===== config.mk =====
export PLATFORM = sky130hd
export DESIGN_NAME = wb_traffic_gen
export DESIGN_NICKNAME = d
export VERILOG_FILES = /design/src/rtl/wb_traffic_gen.sv
export SDC_FILE = /design/constraint.sdc
export NUM_CORES = 1
export LEC_CHECK = 0
export CAP_MARGIN = 10
export CORE_UTILIZATION = 49
export DETAILED_ROUTE_END_ITERATION = 8
export PLACE_DENSITY_LB_ADDON = 0.1
export RECOVER_POWER = 100
export SLEW_MARGIN = 15
export SYNTH_ARGS = -nofsm -noshare
export SYNTH_HDL_FRONTEND = slang
export SYNTH_SLANG_ARGS = --single-unit

===== constraint.sdc =====
create_clock -name wb_clk_i -period 3.25 [get_ports wb_clk_i]
set_input_delay 0.65 -clock wb_clk_i [delete_from_list [all_inputs] [get_ports wb_clk_i]]
set_output_delay 0.65 -clock wb_clk_i [all_outputs]
set_load 0.01 [all_outputs]

===== src/rtl/wb_traffic_gen.sv =====
// Wishbone B3 initiator: writes an address-derived burst, reads it back,
// compares every beat and reports pass/fail with a saturating error count.
module wb_traffic_gen #(
  parameter int          APP_AW  = 26,
  parameter int          DW      = 32,
  parameter int          BW      = 4,
  parameter logic [31:0] SEED    = 32'hA5A5_0000,
  parameter int          TIMEOUT = 1024
) (
  input  logic              wb_clk_i,
  input  logic              wb_rst_i,
  input  logic              start,
  input  logic [APP_AW-1:0] base_addr,
  input  logic [7:0]        burst_len,
  output logic              wb_cyc_o,
  output logic              wb_stb_o,
  output logic              wb_we_o,
  output logic [APP_AW-1:0] wb_addr_o,
  output logic [DW-1:0]     wb_dat_o,
  output logic [BW-1:0]     wb_sel_o,
  output logic [2:0]        wb_cti_o,
  input  logic              wb_ack_i,
  input  logic [DW-1:0]     wb_dat_i,
  output logic              busy,
  output logic              done,
  output logic              pass,
  output logic [15:0]       err_count,
  output logic              timeout_err
);

  localparam int AB    = $clog2(BW);
  localparam int WDT_W = $clog2(TIMEOUT + 1);
  localparam logic [WDT_W-1:0]  WDT_LOAD   = WDT_W'(TIMEOUT - 1);
  localparam logic [APP_AW-1:0] ALIGN_MASK = ~(APP_AW'(BW - 1));
  localparam logic [APP_AW-1:0] ADDR_STEP  = APP_AW'(BW);

  // state  | meaning
  // S_IDLE | waiting for start
  // S_WR   | write burst in progress
  // S_GAP  | one idle bus cycle between phases
  // S_RD   | read-back and compare burst
  // S_FIN  | done pulse, result valid
  typedef enum logic [2:0] {
    S_IDLE = 3'd0,
    S_WR   = 3'd1,
    S_GAP  = 3'd2,
    S_RD   = 3'd3,
    S_FIN  = 3'd4
  } state_t;

  state_t            r_state;
  state_t            w_next;
  logic [APP_AW-1:0] r_base;
  logic [APP_AW-1:0] r_addr;
  logic [7:0]        r_beat;
  logic [7:0]        r_last_idx;
  logic [WDT_W-1:0]  r_wdt;
  logic [15:0]       r_err_count;
  logic              r_pass;
  logic              r_timeout_err;

  logic              w_cyc;
  logic              w_we;
  logic              w_done;
  logic              w_active;
  logic              w_ack;
  logic              w_last;
  logic              w_tmo;
  logic              w_mismatch;
  logic [DW-1:0]     w_pattern;
  logic [15:0]       w_err_next;

  assign w_active   = (r_state == S_WR) || (r_state == S_RD);
  assign w_ack      = w_active && wb_ack_i;
  assign w_last     = (r_beat == r_last_idx);
  // Watchdog terminal count: no ack after TIMEOUT strobed cycles.
  assign w_tmo      = w_active && !wb_ack_i && (r_wdt == '0);
  assign w_pattern  = DW'(r_addr >> AB) ^ DW'(SEED);
  assign w_mismatch = (r_state == S_RD) && wb_ack_i && (wb_dat_i != w_pattern);

  always_comb begin
    w_err_next = r_err_count;
    if (w_mismatch && (r_err_count != 16'hFFFF)) begin
      w_err_next = r_err_count + 16'd1;
    end
  end

  always_ff @(posedge wb_clk_i) begin
    if (wb_rst_i) begin
      r_state <= S_IDLE;
    end else begin
      r_state <= w_next;
    end
  end

  always_comb begin
    w_next = r_state;
    w_cyc  = 1'b0;
    w_we   = 1'b0;
    w_done = 1'b0;
    case (r_state)
      S_IDLE: begin
        if (start) w_next = S_WR;
      end
      S_WR: begin
        w_cyc = 1'b1;
        w_we  = 1'b1;
        if (w_tmo) begin
          w_next = S_FIN;
        end else if (w_ack && w_last) begin
          w_next = S_GAP;
        end
      end
      S_GAP: begin
        w_next = S_RD;
      end
      S_RD: begin
        w_cyc = 1'b1;
        if (w_tmo || (w_ack && w_last)) w_next = S_FIN;
      end
      S_FIN: begin
        w_done = 1'b1;
        w_next = S_IDLE;
      end
      default: begin
        w_next = S_IDLE;
      end
    endcase
  end

  always_ff @(posedge wb_clk_i) begin
    if (wb_rst_i) begin
      r_base        <= '0;
      r_addr        <= '0;
      r_beat        <= '0;
      r_last_idx    <= '0;
      r_wdt         <= WDT_LOAD;
      r_err_count   <= '0;
      r_pass        <= 1'b0;
      r_timeout_err <= 1'b0;
    end else begin
      if (!w_active || wb_ack_i) begin
        r_wdt <= WDT_LOAD;
      end else if (r_wdt != '0) begin
        r_wdt <= r_wdt - 1'b1;
      end

      case (r_state)
        S_IDLE: begin
          if (start) begin
            r_base        <= base_addr & ALIGN_MASK;
            r_addr        <= base_addr & ALIGN_MASK;
            r_beat        <= '0;
            // burst_len of 0 wraps to last index 255, i.e. 256 beats.
            r_last_idx    <= burst_len - 8'd1;
            r_err_count   <= '0;
            r_pass        <= 1'b0;
            r_timeout_err <= 1'b0;
          end
        end
        S_WR: begin
          if (w_tmo) begin
            r_timeout_err <= 1'b1;
            r_pass        <= 1'b0;
          end else if (w_ack) begin
            r_addr <= r_addr + ADDR_STEP;
            r_beat <= r_beat + 8'd1;
          end
        end
        S_GAP: begin
          r_addr <= r_base;
          r_beat <= '0;
        end
        S_RD: begin
          if (w_tmo) begin
            r_timeout_err <= 1'b1;
            r_pass        <= 1'b0;
          end else if (w_ack) begin
            r_err_count <= w_err_next;
            r_addr      <= r_addr + ADDR_STEP;
            r_beat      <= r_beat + 8'd1;
            if (w_last) r_pass <= (w_err_next == 16'd0);
          end
        end
        default: begin
        end
      endcase
    end
  end

  assign wb_cyc_o    = w_cyc;
  assign wb_stb_o    = w_cyc;
  assign wb_we_o     = w_we;
  assign wb_addr_o   = w_cyc ? r_addr : '0;
  assign wb_dat_o    = w_we ? w_pattern : '0;
  assign wb_sel_o    = w_cyc ? '1 : '0;
  assign wb_cti_o    = !w_cyc ? 3'b000 : (w_last ? 3'b111 : 3'b010);
  assign busy        = (r_state != S_IDLE);
  assign done        = w_done;
  assign pass        = r_pass;
  assign err_count   = r_err_count;
  assign timeout_err = r_timeout_err;

endmodule


==> flow_summary_export.csv <==
group,metric,value,unit
route,dr.max_layer_used,"met4",
global_route,grt_max_degree,47,
route,vias_per_cell,5.93,
worst_hold_path,hold_class,"flop to flop",
setup_path,worstReg2RegStart,"r_state[2]",
layout,fin_nets,966,
route,wl_per_cell,17.2,um
placed_design,portBuffers,149,
setup_path,startpoint_type,"flop",
yosys,synth-seq-area-share,0.325,
power,p_total,3.13,mW
die,fp-row-count,39,
layout,syn2layout_area_growth,29.2,%
sta,tightest_slew,2.18,ns
clock_tree,clk_pin_slew,0.07,ns
yosys,synth.top_cell.area_share,0.325,
global_route,grt_pass1_wl,29200,um
placed_design,post-dp-hpwl,12800,um
sta,finalSetupViolations,0,
setup_path,setup.worst_path.start,"r_state[2]",
clock_tree,cts_root_buf,"clkbuf_16",
global_route,grt-ovfl-total,0,
status,violations,"design-rule violations, max-capacitance violations, max-slew violations",
setup_path,arrival,2.34,ns
layout,finalCoreUtilization,0.661,
clock_tree,holdBufCountCts,0,
yosys,yosysWarnings,0,
die,ios,158,
global_route,antenna_found_initial,0,
route,met2_length,8460,um
sta,min_period_over_period,0.919,
sta,fin_crit,2.99,ns
status,status,"complete, but fails checks",
route,first_pass_iters,8,
power,power.density,410,nW/um^2
route,wl,17900,um
route,drc,20,
yosys,synthCells,789,
die,dieHeight,112,um
layout,fillers,1003,
route,wl_met3,1510,um
sta,slew_viol_final,46,
global_route,track_usage,0.290,
sta,setup_tns,0,ns
route,antenna_left,0,
setup_path,endpoint_kind,"output pin",
yosys,syn_area,5910,um^2
clock_tree,cts_inserted_buffers,9,
setup_path,critPathMaxFanout,23,
yosys,synth-edff-count,0,
sta,maxSlewHeadroom,-0.454,
setup_path,path_class,"flop to output pin",
yosys,avgSynthCellArea,7.49,um^2
clock_tree,insertion_delay,0.34,ns
sta,fin_skew,0.00704,ns
layout,antenna_cells,0,
power,p_leak,3.08,nW
setup_path,critPathRequiredTime,2.60,ns
job,maxCapViolCount,1,
clock_tree,cts_tree,"done",
yosys,yosys.cell_types.count,68,
global_route,grt_pass1_vias,5810,
clock_tree,cts_resized,0,
route,met1Wirelength,7530,um
die,die-area,12500,um^2
yosys,synth-main-ff-cell,"dfxtp_1",
yosys,synthArstFlopShare,0,
layout,mostFrequentLayoutCell,"nand2_1",
clock_tree,cts_setup_buffers,0,
sta,finalHoldViolCount,0,
clock_tree,htree_levels,3,
die,dieWidth,112,um
clock_tree,cts_buffer_depth,2,
power,ir_drop,224,uV
sta,fmax,335,MHz
die,core-area,11600,um^2
yosys,yosys.area.top_type,"dfxtp_1",
yosys,yosys-top-cells-area,"dfxtp_1 (33%), nand2_1 (6.6%), xnor2_1 (6.4%)",
worst_hold_path,hp-start,"r_base[4]",
route,drt_iter0_markers,579,
die,start_util,0.511,
yosys,ys_seq_elements,96,
layout,mostFrequentLayoutCells,"nand2_1 (104), dfxtp_1 (96), nor2_1 (79)",
clock_tree,cts_sinks,96,
layout,drive_above_1_share,0.0580,
placed_design,place_congestion,0.885,
sta,rsz0062_at_grt,"false",
route,vias,6165,
final cells by class:
| class | instances | area (um^2) | share of cell area |
|---|---|---|---|
| timing repair buffer | 166 | 1620 | 0.212 |
| tap | 143 | 179 | 0.0234 |
| clock inverter | 7 | 95.1 | 0.0124 |
| multi-input combinational | 606 | 3550 | 0.465 |
| clock buffer | 9 | 225 | 0.0295 |
| inverter | 12 | 45.0 | 0.00590 |
| sequential | 96 | 1920 | 0.252 |
worst paths after layout:
check | depth (start not counted) | slack [ns] | end
max | 5 | 0.26 | wb_dat_o[14]
min | 2 | 0.46 | r_base[4]
min reg2reg | 2 | 0.46 | r_base[4]
max reg2reg | 8 | 0.65 | err_count[13]
sequential cells by signal (all words and copies together), names as in the netlist:
signal	cells
r_base	24
r_wdt	11
r_addr	24
timeout_err	1
r_beat	8
pass	1
r_state	3
err_count	16
r_last_idx	8
critical path, stage by stage, from the launching register on:
cell,delay (ns)
dfxtp_1,0.31
nand2b_1,0.24
inv_2,0.34
buf_4,0.28
and3_1,0.18
dlygate4sd3_1,0.63
metal layers:
layer  GRT usage  vias to the layer above
met2       0.482                      301
met5           0                        -
met3      0.0528                       34
li1            -                     2955
met4       0.117                        0
met1       0.370                     2875
through the flow:
| step | worst slack (ns) | hold slack [ns] | std cells | cell area [um^2] |
|---|---|---|---|---|
| after detailed placement | 0.139 | 0.449 | 1023 | 7340 |
| final | 0.263 | 0.459 | 1039 | 7640 |
| after global placement | 0.232 | 0.441 | 1023 | 7340 |
| after global routing | 0.154 | 0.473 | 1039 | 7640 |
| after CTS | 0.304 | 0.458 | 1039 | 7660 |
| after floorplan | 0.982 | 0.436 | 794 | 5930 |
kinds of logic (layout without fill, tap and decap cells):
| kind of cell | Yosys count | in the layout | synth area share |
|---|---|---|---|
| and+or+nand+nor | 359 | 359 | 0.310 |
| AOI/OAI and AO/OA | 178 | 178 | 0.192 |
| DFF | 96 | 96 | 0.325 |
| buffers and inverters | 92 | 194 | 0.0751 |
| xor gates and xnor gates | 55 | 55 | 0.0815 |
| adders and majority gates | 5 | 5 | 0.0106 |
| muxes | 3 | 3 | 0.00508 |
| other | 1 | 6 | 0.000634 |
cell usage after synthesis, drive strengths merged, types with 3 or more instances:
library cell	instances
a211oi	11
a21oi	69
a221oi	3
a222oi	10
a22o	5
a22oi	6
a311oi	7
a31o	3
a31oi	6
and2	33
and3	38
and4	5
buf	32
clkbuf	48
dfxtp	96
ha	5
inv	12
mux2i	3
nand2	105
nand2b	7
nand3	19
nand4	16
nor2	80
nor2b	4
nor3	28
nor3b	4
nor4	5
o21ai	39
or2	4
or3	3
xnor2	43
xor2	12
where the power goes:
part | internal, mW | switching [mW] | total, mW
combinational | 0.301 | 0.344 | 0.644
sequential | 1.24 | 0.0914 | 1.33
clock | 0.676 | 0.478 | 1.15
total | 2.22 | 0.913 | 3.13
No activity file was read; power rests on OpenSTA's default activity.
